$ cat src/rtl/uart_rx_if.sv
// uart_rx_if: serial line in, byte stream out with valid/ready and status pulses.
// The receiver drives through master; the consumer uses slave.
interface uart_rx_if;
   logic       uart_rx;
   logic [7:0] rx_data;
   logic       rx_valid;
   logic       rx_ready;
   logic       frame_err;
   logic       overrun;
   logic       busy;

   modport master (
      input  uart_rx,
      input  rx_ready,
      output rx_data,
      output rx_valid,
      output frame_err,
      output overrun,
      output busy
   );

   modport slave (
      output uart_rx,
      output rx_ready,
      input  rx_data,
      input  rx_valid,
      input  frame_err,
      input  overrun,
      input  busy
   );
endinterface

$ cat src/rtl/uart_rx.sv
// uart_rx: 8N1 receiver with mid-bit sampling, FWFT byte FIFO and
// single-cycle frame_err / overrun pulses.
module uart_rx #(
   parameter int CLK_FREQ   = 100_000_000,
   parameter int BAUD       = 115200,
   parameter int FIFO_DEPTH = 4
) (
   input logic       clk_100m,
   input logic       rst_n,
   uart_rx_if.master bus
);
   localparam int CPB  = CLK_FREQ / BAUD;
   localparam int HALF = CPB / 2;
   localparam int CW   = $clog2(CPB + 1);
   localparam int PW   = $clog2(FIFO_DEPTH);
   localparam int NW   = $clog2(FIFO_DEPTH + 1);

   typedef enum logic [2:0] {
      S_IDLE, S_START, S_DATA, S_STOP, S_BREAK
   } state_t;

   state_t         r_state;
   state_t         w_next;
   logic [1:0]     r_sync;
   logic           w_rx_s;
   logic [CW-1:0]  r_cnt;
   logic [2:0]     r_bit;
   logic [7:0]     r_shift;
   logic [7:0]     r_mem [FIFO_DEPTH];
   logic [PW-1:0]  r_wptr;
   logic [PW-1:0]  r_rptr;
   logic [NW-1:0]  r_count;
   logic           r_ferr;
   logic           r_ovr;

   logic w_half_hit, w_bit_hit;
   logic w_tick, w_start_ok, w_shift_en, w_stop_smp;
   logic w_full, w_pop, w_push, w_ovr_set, w_ferr_set;

   assign w_rx_s     = r_sync[1];
   assign w_half_hit = (r_cnt == CW'(HALF - 1));
   assign w_bit_hit  = (r_cnt == CW'(CPB - 1));

   always_ff @(posedge clk_100m or negedge rst_n) begin
      if (!rst_n) r_sync <= 2'b11;
      else        r_sync <= {r_sync[0], bus.uart_rx};
   end

   always_ff @(posedge clk_100m or negedge rst_n) begin
      if (!rst_n) r_state <= S_IDLE;
      else        r_state <= w_next;
   end

   always_comb begin
      w_next = r_state;
      case (r_state)
         S_IDLE:  if (!w_rx_s) w_next = S_START;
         S_START: if (w_half_hit) w_next = w_rx_s ? S_IDLE : S_DATA;
         S_DATA:  if (w_bit_hit && r_bit == 3'd7) w_next = S_STOP;
         S_STOP:  if (w_bit_hit) w_next = w_rx_s ? S_IDLE : S_BREAK;
         S_BREAK: if (w_rx_s) w_next = S_IDLE;
         default: w_next = S_IDLE;
      endcase
   end

   always_comb begin
      w_tick     = 1'b0;
      w_start_ok = 1'b0;
      w_shift_en = 1'b0;
      w_stop_smp = 1'b0;
      case (r_state)
         S_START: begin
            w_tick     = w_half_hit;
            w_start_ok = w_half_hit && !w_rx_s;
         end
         S_DATA: begin
            w_tick     = w_bit_hit;
            w_shift_en = w_bit_hit;
         end
         S_STOP: begin
            w_tick     = w_bit_hit;
            w_stop_smp = w_bit_hit;
         end
         default: ;
      endcase
   end

   // Counter idles at zero outside the timed states.
   always_ff @(posedge clk_100m or negedge rst_n) begin
      if (!rst_n) begin
         r_cnt   <= '0;
         r_bit   <= '0;
         r_shift <= '0;
      end else begin
         if (r_state == S_IDLE || r_state == S_BREAK || w_tick)
            r_cnt <= '0;
         else
            r_cnt <= r_cnt + 1'b1;
         if (w_start_ok) r_bit <= '0;
         else if (w_shift_en) r_bit <= r_bit + 1'b1;
         if (w_shift_en) r_shift <= {w_rx_s, r_shift[7:1]};
      end
   end

   assign w_full     = (r_count == NW'(FIFO_DEPTH));
   assign w_pop      = bus.rx_valid && bus.rx_ready;
   assign w_push     = w_stop_smp && w_rx_s && (!w_full || w_pop);
   assign w_ovr_set  = w_stop_smp && w_rx_s && w_full && !w_pop;
   assign w_ferr_set = w_stop_smp && !w_rx_s;

   always_ff @(posedge clk_100m or negedge rst_n) begin
      if (!rst_n) begin
         for (int i = 0; i < FIFO_DEPTH; i++) r_mem[i] <= '0;
         r_wptr  <= '0;
         r_rptr  <= '0;
         r_count <= '0;
         r_ferr  <= 1'b0;
         r_ovr   <= 1'b0;
      end else begin
         r_ferr <= w_ferr_set;
         r_ovr  <= w_ovr_set;
         if (w_push) begin
            r_mem[r_wptr] <= r_shift;
            r_wptr        <= r_wptr + 1'b1;
         end
         if (w_pop) r_rptr <= r_rptr + 1'b1;
         case ({w_push, w_pop})
            2'b10:   r_count <= r_count + 1'b1;
            2'b01:   r_count <= r_count - 1'b1;
            default: r_count <= r_count;
         endcase
      end
   end

   assign bus.rx_valid  = (r_count != '0);
   assign bus.rx_data   = r_mem[r_rptr];
   assign bus.frame_err = r_ferr;
   assign bus.overrun   = r_ovr;
   assign bus.busy      = (r_state != S_IDLE);
endmodule
$ cat src/flat_wrapper.sv
// flat-port wrapper written by rule: the top's interface ports become plain ports
module uart_rx_flat 
#(
   parameter int CLK_FREQ   = 100_000_000,
   parameter int BAUD       = 115200,
   parameter int FIFO_DEPTH = 4
)
  (clk_100m, rst_n, bus_uart_rx, bus_rx_ready, bus_rx_data, bus_rx_valid, bus_frame_err, bus_overrun, bus_busy);
  uart_rx_if bus_i ();
  input logic clk_100m;
  input logic rst_n;
  input wire logic [$bits(bus_i.uart_rx)-1:0] bus_uart_rx;
  input wire logic [$bits(bus_i.rx_ready)-1:0] bus_rx_ready;
  output wire logic [$bits(bus_i.rx_data)-1:0] bus_rx_data;
  output wire logic [$bits(bus_i.rx_valid)-1:0] bus_rx_valid;
  output wire logic [$bits(bus_i.frame_err)-1:0] bus_frame_err;
  output wire logic [$bits(bus_i.overrun)-1:0] bus_overrun;
  output wire logic [$bits(bus_i.busy)-1:0] bus_busy;
  assign bus_i.uart_rx = bus_uart_rx;
  assign bus_i.rx_ready = bus_rx_ready;
  assign bus_rx_data = bus_i.rx_data;
  assign bus_rx_valid = bus_i.rx_valid;
  assign bus_frame_err = bus_i.frame_err;
  assign bus_overrun = bus_i.overrun;
  assign bus_busy = bus_i.busy;
  uart_rx #(.CLK_FREQ(CLK_FREQ), .BAUD(BAUD), .FIFO_DEPTH(FIFO_DEPTH)) u_core (.clk_100m(clk_100m), .rst_n(rst_n), .bus(bus_i));
endmodule
$ cat config.mk
export PLATFORM = sky130hd
export DESIGN_NAME = uart_rx_flat
export DESIGN_NICKNAME = d
export VERILOG_FILES = /design/src/rtl/uart_rx_if.sv /design/src/rtl/uart_rx.sv /design/src/flat_wrapper.sv
export SDC_FILE = /design/constraint.sdc
export NUM_CORES = 1
export LEC_CHECK = 0
export CELL_PAD_IN_SITES_DETAIL_PLACEMENT = 1
export CELL_PAD_IN_SITES_GLOBAL_PLACEMENT = 1
export CORE_ASPECT_RATIO = 1.25
export CORE_UTILIZATION = 25
export DETAILED_ROUTE_END_ITERATION = 8
export PLACE_DENSITY = 0.58
export SLEW_MARGIN = 20
export SYNTH_ARGS = -nofsm -noshare
export SYNTH_HDL_FRONTEND = slang
export SYNTH_SLANG_ARGS = --single-unit
$ cat constraint.sdc
create_clock -name clk_100m -period 3.7 [get_ports clk_100m]
set_clock_uncertainty 0.2 [all_clocks]
set_input_delay 0.37 -clock clk_100m [delete_from_list [all_inputs] [get_ports clk_100m]]
set_output_delay 0.37 -clock clk_100m [all_outputs]
set_load 0.01 [all_outputs]
==> out/results.tsv <==
metric	value	unit
grt_pass1_vias	2128	
synth_cell_types	44	
dp_cells	414	
dr.pass1.iters	4	
synth_nets	255	
fin_crit_sh	78.6	%
setup-violations-final	0	
grt_pass1_wl	10800	um
fill_cells	1353	
worstRegToRegCells	8	
hold_slack	0.155	ns
worstPathMaxFanout	5	
clkSlewWorstSetupHoldPaths	0.05	ns
core-area	12200	sq um
clock-root-buffer	clkbuf_16	
p_leak	1.71	nW
endpoint	u_core.r_count[2]	
r2r_end	u_core.r_count[2]	
hpwl	4160	um
die-area	12900	sq um
cts_buffer_depth	2	
post_cts.repair.setup_buffers	0	
drc	0	
drive_above_1_share	26.6	%
layout.cells.non_filler	431	
worstHoldStart	u_core.r_sync[0]	
min_period	2.91	ns
syn_inst	242	
ir_worst_vdd	0.194	mV
finalPower	1.91	mW
synthesis.area	3120	sq um
ys_seq_area_share	53.9	%
clkSinkCount	67	
synth_ff_type	dfrtp_1	
cp.arrival	2.96	ns
hp-class	register to register	
synth_seq_cells	67	
nets	275	
drt-wirelength-per-cell	14.3	um
startpoint	u_core.r_cnt[0]	
dr.first_iter.drc_count	58	
diodes	0	
cts_made_buffers	9	
cts_hold_buf	1	
synth-edff-count	0	
async_reset_ff_share	100	%
areaGrowthSynthToFinish	20.7	%
overflow	0	
yosys_warnings	0	
fin_tns_setup	0	ns
drv_slew	0	
clk_latency	0.33	ns
crit_path_end_kind	register	
ant_nets	0	
cts_resized	0	
grt_util_all_layers	11.2	%
postSynthAreaPerCell	12.9	sq um
maxCapViolCount	0	
htreeDepth	3	
row_count	45	
routed-via-count	1939	
worst-slew-pin-transition	0.758	ns
start_util	25.6	%
finalHoldViolCount	0	
wirelength	6160	um
relSlewSlack	49.5	%
die_w	102	um
chipHeight	127	um
r2r_slack	0.79	ns
status	completed	
path_class	register to register	
io_pins	16	
power_density	509	nW/um^2
avgViaCountPerCell	4.50	
cp-start-kind	register	
grt_max_degree	36	
gp_congestion	0.747	
clock.fmax	344	MHz
synth.top_cell.area_share	52.2	%
antenna_found_initial	0	
rsz0062_at_grt	no	
worstReg2RegStart	u_core.r_cnt[0]	
yosysTopAreaCell	dfrtp_1	
synthTopCellsByArea	dfrtp_1, mux2_2, mux4_2	
required	3.75	ns
cts_tree	built	
port_buffers	15	
## per-stage QoR
| step | setup slack (ns) | instance area (sq um) | util [%] |
|---|---|---|---|
| detailed placement | 0.803 | 3440 | 28.3 |
| global route | 0.552 | 3760 | 30.9 |
| global placement | 0.865 | 3440 | 28.3 |
| finish | 0.792 | 3760 | 30.9 |
| CTS | 0.780 | 3760 | 30.9 |
| floorplan | 1.06 | 3120 | - |
## worst min-delay path by stage
stage                                      end  slack [ns]  cells past startpoint
after floorplan           u_core.bus.frame_err       -0.13                      0
after global placement        u_core.r_sync[1]        0.15                      0
after detailed placement      u_core.r_sync[1]        0.15                      0
after CTS                     u_core.r_sync[1]        0.16                      0
after global routing          u_core.r_sync[1]        0.16                      0
final                         u_core.r_sync[1]        0.15                      0
## state kept, by name, summed over array words and instances, names as in the netlist
signal                count
u_core.r_cnt             10
u_core.r_rptr             2
u_core.r_count            3
u_core.r_mem             32
u_core.r_sync             2
u_core.r_shift            8
u_core.r_state            3
u_core.bus.frame_err      1
u_core.r_bit              3
u_core.r_wptr             2
u_core.bus.overrun        1
## worst max-delay path, stage by stage, from the launching register on
cell	delay, ns
dfrtp_1	0.39
ha_1	0.22
nor4b_1	0.47
nand4_1	0.27
and3_1	0.27
fa_1	0.49
nor4_1	0.29
a21oi_1	0.07
o211ai_1	0.16
## cells in the final DEF (no fill, tap or decap), types with 3 or more instances in the layout
master,synthesis,routed
ha_1,8,8
and3_1,5,5
nand3_1,6,6
mux2_2,40,40
xnor2_1,11,11
mux4_2,8,8
xor2_1,3,3
o21ai_0,5,5
a21oi_1,5,5
nand2_1,13,13
clkbuf_16,0,9
clkdlybuf4s50_1,0,14
nor2_1,22,22
inv_1,6,6
dfrtp_1,65,65
## layout make-up
cell class	count	area, sq um	share of cell area (%)
Clock buffer	11	243	6.46
Tap cell	164	205	5.46
Multi-Input combinational cell	160	1380	36.6
Timing Repair Buffer	18	170	4.53
Inverter	6	22.5	0.599
Sequential cell	67	1680	44.7
Clock inverter	5	62.6	1.66
## Yosys cell counts (2+ instances only)
cell,n
dfrtp_1,65
mux2_2,40
nor2_1,22
nand2_1,13
xnor2_1,11
ha_1,8
mux4_2,8
clkbuf_1,6
inv_1,6
nand3_1,6
a21oi_1,5
and3_1,5
o21ai_0,5
xor2_1,3
buf_2,2
dfstp_2,2
mux2i_1,2
nand2b_1,2
nand4_1,2
nor3_1,2
o211ai_1,2
o22ai_1,2
or3_1,2
## cells by family after synthesis
family | count (synthesis) | share of synthesized area [%]
AOI/OAI and AO/OA | 20 | 4.06
xor gates and xnor gates | 14 | 3.94
adders and majority gates | 9 | 3.86
buffers and inverters | 15 | 1.89
DFF | 67 | 53.9
muxes | 50 | 20.9
and+or+nand+nor | 67 | 11.5
## layer usage
layer | wire, um | part of all wire [%] | global-route usage, %
met1 | 2680 | 44 | 13.1
met2 | 3190 | 52 | 18.8
met3 | 169 | 2.7 | 3.14
met4 | 114 | 1.9 | 5.04
met5 | 0 | 0 | 0
## power breakdown
group | internal (mW) | switching, mW | total (mW)
Sequential | 0.763 | 0.101 | 0.864
Combinational | 0.109 | 0.0841 | 0.193
Clock | 0.542 | 0.314 | 0.856
Total | 1.41 | 0.499 | 1.91
No activity file was read; power rests on OpenSTA's default activity.
